$ cat src/rtl/mips_pkg.sv
// mips_pkg: shared types and constants for the MIPS datapath blocks.
package mips_pkg;

    localparam int MULDIV_W = 32;

    typedef enum logic [1:0] {
        OP_MULT  = 2'b00,
        OP_MULTU = 2'b01,
        OP_DIV   = 2'b10,
        OP_DIVU  = 2'b11
    } muldiv_op_t;

    typedef enum logic [1:0] {
        IDLE = 2'b00,
        BUSY = 2'b01,
        DONE = 2'b10
    } muldiv_state_t;

    // True for DIV/DIVU.
    function automatic logic op_is_div(input logic [1:0] o);
        return (muldiv_op_t'(o) == OP_DIV) || (muldiv_op_t'(o) == OP_DIVU);
    endfunction

    // True for the two's-complement variants MULT/DIV.
    function automatic logic op_is_signed(input logic [1:0] o);
        return (muldiv_op_t'(o) == OP_MULT) || (muldiv_op_t'(o) == OP_DIV);
    endfunction

endpackage

$ cat src/rtl/sign_mag_conv.sv
// sign_mag_conv: combinational conditional two's-complement negate.
// Driving neg_en with the operand sign bit yields its magnitude; driving it
// with a recorded result sign restores the signed result.
module sign_mag_conv #(
    parameter int W = 32
) (
    input  logic [W-1:0] din,
    input  logic         neg_en,
    output logic [W-1:0] dout
);

    // The most negative value maps onto itself, which is the correct
    // unsigned magnitude for the iteration datapath.
    assign dout = neg_en ? (~din + W'(1)) : din;

endmodule

$ cat src/rtl/mult_div_unit.sv
// mult_div_unit: iterative MULT/MULTU/DIV/DIVU for the multicycle MIPS datapath.
// Radix-2 shift-add multiply and restoring divide, one bit per clock over
// WIDTH iterations. Operands are reduced to magnitudes on start; the result
// sign is fixed up on the final iteration as HI/LO are loaded.
// Optional feature: define MULDIV_HILO_WR_EN to add the MTHI/MTLO write port
// (hi_wr, lo_wr, wr_data).
module mult_div_unit
    import mips_pkg::*;
#(
    parameter int WIDTH = MULDIV_W
) (
    input  logic             clk,
    input  logic             reset,
    input  logic             start,
    input  logic [1:0]       op,
    input  logic [WIDTH-1:0] a_in,
    input  logic [WIDTH-1:0] b_in,
    output logic             busy,
    output logic             done,
    output logic             div_zero,
    output logic [WIDTH-1:0] hi,
    output logic [WIDTH-1:0] lo
`ifdef MULDIV_HILO_WR_EN
    ,
    input  logic             hi_wr,
    input  logic             lo_wr,
    input  logic [WIDTH-1:0] wr_data
`endif
);

    localparam int CW = (WIDTH > 1) ? $clog2(WIDTH) : 1;
    localparam logic [CW-1:0] LAST_ITER = CW'(WIDTH - 1);

    muldiv_state_t     state_q, state_d;
    logic [CW-1:0]     cnt_q, cnt_d;
    logic              op_div_q, op_div_d;
    logic              neg_res_q, neg_res_d;   // product / quotient sign
    logic              neg_rem_q, neg_rem_d;   // remainder follows dividend
    logic [WIDTH-1:0]  mcand_q, mcand_d;       // multiplicand or divisor magnitude
    logic [2*WIDTH-1:0] work_q, work_d;        // {hi half, lo half} working pair
    logic              busy_q, busy_d;
    logic              done_q, done_d;
    logic              div_zero_q, div_zero_d;
    logic [WIDTH-1:0]  hi_q, hi_d;
    logic [WIDTH-1:0]  lo_q, lo_d;

    // Operand decode and magnitude conversion on the raw inputs
    logic             in_div, in_signed, a_neg, b_neg;
    logic [WIDTH-1:0] a_mag, b_mag;

    assign in_div    = op_is_div(op);
    assign in_signed = op_is_signed(op);
    assign a_neg     = in_signed & a_in[WIDTH-1];
    assign b_neg     = in_signed & b_in[WIDTH-1];

    sign_mag_conv #(.W(WIDTH)) u_abs_a (.din(a_in), .neg_en(a_neg), .dout(a_mag));
    sign_mag_conv #(.W(WIDTH)) u_abs_b (.din(b_in), .neg_en(b_neg), .dout(b_mag));

    // One radix-2 step of either the shift-add multiply or restoring divide
    logic [WIDTH-1:0]   mul_add;
    logic [WIDTH:0]     mul_sum;
    logic [WIDTH:0]     div_diff;
    logic [2*WIDTH-1:0] mul_next, div_next, step_next;

    always_comb begin
        mul_add  = work_q[0] ? mcand_q : {WIDTH{1'b0}};
        mul_sum  = {1'b0, work_q[2*WIDTH-1:WIDTH]} + {1'b0, mul_add};
        mul_next = {mul_sum, work_q[WIDTH-1:1]};
        // Partial remainder shifted left with the next dividend bit, minus divisor
        div_diff = work_q[2*WIDTH-1:WIDTH-1] - {1'b0, mcand_q};
        div_next = div_diff[WIDTH] ? {work_q[2*WIDTH-2:0], 1'b0}
                                   : {div_diff[WIDTH-1:0], work_q[WIDTH-2:0], 1'b1};
        step_next = op_div_q ? div_next : mul_next;
    end

    // Sign fix-up applied to the value produced by the final step
    logic [2*WIDTH-1:0] prod_fix;
    logic [WIDTH-1:0]   quo_fix, rem_fix;
    logic [WIDTH-1:0]   res_hi, res_lo;

    sign_mag_conv #(.W(2*WIDTH)) u_fix_prod (
        .din(step_next), .neg_en(neg_res_q), .dout(prod_fix));
    sign_mag_conv #(.W(WIDTH)) u_fix_quo (
        .din(step_next[WIDTH-1:0]), .neg_en(neg_res_q), .dout(quo_fix));
    sign_mag_conv #(.W(WIDTH)) u_fix_rem (
        .din(step_next[2*WIDTH-1:WIDTH]), .neg_en(neg_rem_q), .dout(rem_fix));

    assign res_hi = op_div_q ? rem_fix : prod_fix[2*WIDTH-1:WIDTH];
    assign res_lo = op_div_q ? quo_fix : prod_fix[WIDTH-1:0];

    // Next-state logic: start acceptance, iteration, completion, HI/LO writes
    always_comb begin
        state_d    = state_q;
        cnt_d      = cnt_q;
        op_div_d   = op_div_q;
        neg_res_d  = neg_res_q;
        neg_rem_d  = neg_rem_q;
        mcand_d    = mcand_q;
        work_d     = work_q;
        busy_d     = 1'b0;
        done_d     = 1'b0;
        div_zero_d = 1'b0;
        hi_d       = hi_q;
        lo_d       = lo_q;

        case (state_q)
            IDLE, DONE: begin
                state_d = IDLE;
`ifdef MULDIV_HILO_WR_EN
                // MTHI/MTLO land even when an operation starts on the same edge
                if (hi_wr) hi_d = wr_data;
                if (lo_wr) lo_d = wr_data;
`endif
                if (start) begin
                    if (in_div && (b_in == '0)) begin
                        // Divide by zero completes immediately and leaves HI/LO alone
                        state_d    = DONE;
                        done_d     = 1'b1;
                        div_zero_d = 1'b1;
                    end else begin
                        state_d   = BUSY;
                        busy_d    = 1'b1;
                        cnt_d     = '0;
                        op_div_d  = in_div;
                        neg_res_d = a_neg ^ b_neg;
                        neg_rem_d = a_neg;
                        mcand_d   = in_div ? b_mag : a_mag;
                        work_d    = {{WIDTH{1'b0}}, (in_div ? a_mag : b_mag)};
                    end
                end
            end
            BUSY: begin
                work_d = step_next;
                cnt_d  = cnt_q + CW'(1);
                busy_d = 1'b1;
                if (cnt_q == LAST_ITER) begin
                    state_d = DONE;
                    busy_d  = 1'b0;
                    done_d  = 1'b1;
                    cnt_d   = '0;
                    hi_d    = res_hi;
                    lo_d    = res_lo;
                end
            end
            default: state_d = IDLE;
        endcase
    end

    // State and datapath registers; reset discards any partial result
    always_ff @(posedge clk or negedge reset) begin
        if (!reset) begin
            state_q    <= IDLE;
            cnt_q      <= '0;
            op_div_q   <= 1'b0;
            neg_res_q  <= 1'b0;
            neg_rem_q  <= 1'b0;
            mcand_q    <= '0;
            work_q     <= '0;
            busy_q     <= 1'b0;
            done_q     <= 1'b0;
            div_zero_q <= 1'b0;
            hi_q       <= '0;
            lo_q       <= '0;
        end else begin
            state_q    <= state_d;
            cnt_q      <= cnt_d;
            op_div_q   <= op_div_d;
            neg_res_q  <= neg_res_d;
            neg_rem_q  <= neg_rem_d;
            mcand_q    <= mcand_d;
            work_q     <= work_d;
            busy_q     <= busy_d;
            done_q     <= done_d;
            div_zero_q <= div_zero_d;
            hi_q       <= hi_d;
            lo_q       <= lo_d;
        end
    end

    assign busy     = busy_q;
    assign done     = done_q;
    assign div_zero = div_zero_q;
    assign hi       = hi_q;
    assign lo       = lo_q;

endmodule

$ cat config.mk
export PLATFORM = sky130hd
export DESIGN_NAME = mult_div_unit
export DESIGN_NICKNAME = d
export VERILOG_FILES = /design/src/rtl/mips_pkg.sv /design/src/rtl/sign_mag_conv.sv /design/src/rtl/mult_div_unit.sv
export SDC_FILE = /design/constraint.sdc
export NUM_CORES = 1
export LEC_CHECK = 0
export BUFFER_PORTS_ARGS = -buffer_cell sky130_fd_sc_hd__buf_4
export CORE_MARGIN = 10
export CORE_UTILIZATION = 60
export CTS_BUF_LIST = sky130_fd_sc_hd__clkbuf_4
export DETAILED_ROUTE_END_ITERATION = 8
export PLACE_DENSITY = 0.8
export SLEW_MARGIN = 30
export SYNTH_ARGS = -nofsm -noshare
export SYNTH_HDL_FRONTEND = slang
export SYNTH_SLANG_ARGS = --single-unit
$ cat constraint.sdc
create_clock -name clk -period 8.9 [get_ports clk]
set_clock_uncertainty 0.05 [all_clocks]
set_input_delay 0.89 -clock clk [delete_from_list [all_inputs] [get_ports clk]]
set_output_delay 0.89 -clock clk [all_outputs]
set_load 0.01 [all_outputs]
==> flow_summary.json <==
{
  "status": "complete, no violations",
  "first_iter_violations": 2189,
  "clk_pin_slew_ps": 190,
  "synth-main-ff-cell": "dfrtp_1",
  "postPlaceCellArea_mm2": 0.0168,
  "max_slew.worst_pin.slew_ps": 985,
  "die_area_mm2": 0.0330,
  "die_h_um": 182,
  "grt_remaining_overflow": 0,
  "clock.fmax_mhz": 143,
  "end_kind": "flop",
  "arrival_ps": 7430,
  "grt_max_degree": 126,
  "drc": 0,
  "wl_um": 53000,
  "netlist.area_leader.share_pct": 27.6,
  "grt_pass1_vias": 15376,
  "yosysTopAreaCell": "dfrtp_1",
  "clock-root-buffer": "clkbuf_4",
  "stdcell_area_mm2": 0.0171,
  "cts_buffers": 17,
  "placed_cells": 2397,
  "finalSetupViolCount": 0,
  "crit_type": "flop to flop",
  "maxCapViolations": 0,
  "grtUsageMet1_pct": 38.3,
  "insertion_delay_ps": 630,
  "clock-sinks": 173,
  "row_count": 59,
  "crit_required_ps": 9350,
  "synth_cell_types": 102,
  "hold_path.class": "input port to async pin",
  "postSynth.asyncResetShare_pct": 100,
  "grt_use_met3_pct": 5.84,
  "synth_edf_count": 0,
  "viasPerCell": 6.65,
  "initial_core_util_pct": 60.5,
  "fin_cells": 2430,
  "grt_antenna_before_repair": 2,
  "cts_resized": 0,
  "synth_warnings": 0,
  "dr.pass1.iters": 6,
  "hold_buffers": 0,
  "maxSlewHeadroom_pct": 33.5,
  "postCtsSetupBuffers": 0,
  "die_x_um": 182,
  "min_period_ps": 6970,
  "yosys-top-cells-area": "dfrtp_1, o21ai_0, nand2_1",
  "grtUsageMet2_pct": 48.6,
  "wl_per_cell_um": 21.8,
  "cp-start-kind": "flop",
  "synthesis.area_mm2": 0.0157,
  "cts_tree": "yes",
  "finalCritPeriodShare_pct": 78.3,
  "clock_path_buffers": 2,
  "h-tree-depth": 4,
  "grt.busiest_layer": "met2",
  "num_vias": 16168,
  "final_layout_size_suffix_gt1_share_pct": 11.7,
  "grt_usage_pct": 31.0,
  "syn_area_per_cell_um2": 7.70,
  "nFillCells": 2195,
  "ant_nets": 0,
  "fin_nets": 2222,
  "final_cell_mix": "nand2_1, o21ai_0, dfrtp_1",
  "path_max_fanout": 11,
  "hold_viol": 0,
  "seq_area_frac_synth_pct": 27.6,
  "coreArea_mm2": 0.0259,
  "portBuffers": 135,
  "synth_fp_nets": 2176,
  "ys_seq_elements": 173,
  "final.setup.tns_ps": 0,
  "rsz0062_at_grt": "false",
  "grt_pass1_wl_um": 83300,
  "maxSlewViolCount": 0,
  "layout_commonest_cell": "nand2_1",
  "setup_slack_ps": 1930,
  "ios": 136,
  "hpwl_um": 40500,
  "pre_cts_ws_ps": 2130,
  "synthCells": 2035,
  "place_congestion": 1.03,
  "areaGrowthSynthToFinish_pct": 9.22
}
==> critical path, cell delays in order, from the launching register on <==
cell and delay [ps]:
dfrtp_1 440, inv_1 80, ha_1 210, fa_1 420
nand2b_1 190, a21oi_1 240, o21ai_0 200, a21boi_2 350
a21o_1 590, nor3_2 260, a21oi_1 320, ha_1 210
o21ai_1 90, or3_1 410, or4b_1 590, nor2_1 170
nand3_1 120, or3_1 380, or2_2 350, nor2_2 370
nor2_1 200, o31ai_1 320, xor2_1 190, o21ai_0 100
==> layer usage <==
layer  share of wire (%)  wire length (um)
met2                  44             23500
met3                 8.8              4670
met4                 7.0              3730
met1                  40             21100
met5                   0                 0
==> per-stage QoR <==
step                utilization, %  hold slack (ps)
floorplan                        -              413
global placement              64.6              413
detailed placement            64.7              423
CTS                           66.0             75.1
global route                  66.1             88.9
finish                        66.1             66.7
==> logic make-up (layout without fill, tap and decap cells) <==
family	after synthesis	after routing	share of synthesized area, %
adder cells (fa/ha/maj)	72	72	5.84
multiplexers	49	49	3.19
XOR/XNOR	155	155	8.66
other	0	1	0
buffers and inverters	186	245	4.80
flip-flops	173	173	27.6
AND/OR/NAND/NOR	753	753	23.2
AO/OA/AOI/OAI	647	647	26.7
==> Yosys cell counts, types with 6 or more instances <==
cell and n:
or3_1 19, nor4_1 9, or4_1 12, a21oi_1 150, o22ai_1 6, a21o_1 20
o41ai_1 9, xor2_1 52, nor2_1 140, ha_1 70, nor2b_1 19, or2_2 12
nor3_1 53, and4_1 6, a211oi_1 17, o21ai_1 8, clkbuf_1 86, a31oi_1 13
mux2_2 8, and3_1 15, nand3_1 70, nand4_1 21, o21bai_1 6, mux2i_1 41
xnor2_1 103, o21a_1 19, a21boi_0 6, o21ai_0 239, o211ai_1 19, buf_1 14
buf_2 14, dfrtp_1 173, nand2_1 283, inv_1 61, o31ai_1 24, nand2b_1 22
and2_1 44, o221ai_1 31
==> area by class of cell <==
cell class / instances / area [um^2] / share of cell area (%)
Multi-Input combinational cell: 1676 / 10600 / 62.1
Antenna cell: 1 / 2.50 / 0.0146
Sequential cell: 173 / 4330 / 25.3
Inverter: 63 / 236 / 1.38
Clock buffer: 17 / 128 / 0.746
Timing Repair Buffer: 150 / 1160 / 6.78
Clock inverter: 15 / 209 / 1.22
Tap cell: 335 / 419 / 2.45
==> registers in the layout, summed over array words and instances (netlist names) <==
signal     count
mcand_q       32
hi            32
neg_rem_q      1
state_q        2
done           1
lo            32
busy           1
work_q        64
cnt_q          5
div_zero       1
neg_res_q      1
op_div_q       1
==> worst paths after layout <==
path	slack, ps	cells past startpoint	startpoint	endpoint
max	1930	23	work_q[31]$_DFFE_PN0P_	hi[6]$_DFFE_PN0P_
min	70	1	reset	work_q[50]$_DFFE_PN0P_
max reg2reg	1930	23	work_q[31]$_DFFE_PN0P_	hi[6]$_DFFE_PN0P_
min reg2reg	460	2	hi[22]$_DFFE_PN0P_	hi[22]$_DFFE_PN0P_
max in group asynchronous	7710	2	reset	op_div_q$_DFFE_PN0P_
min in group clk	460	2	hi[22]$_DFFE_PN0P_	hi[22]$_DFFE_PN0P_
Power is not shown: default switching activity piles up to over one toggle a cycle in this logic, so the estimate is an artifact.
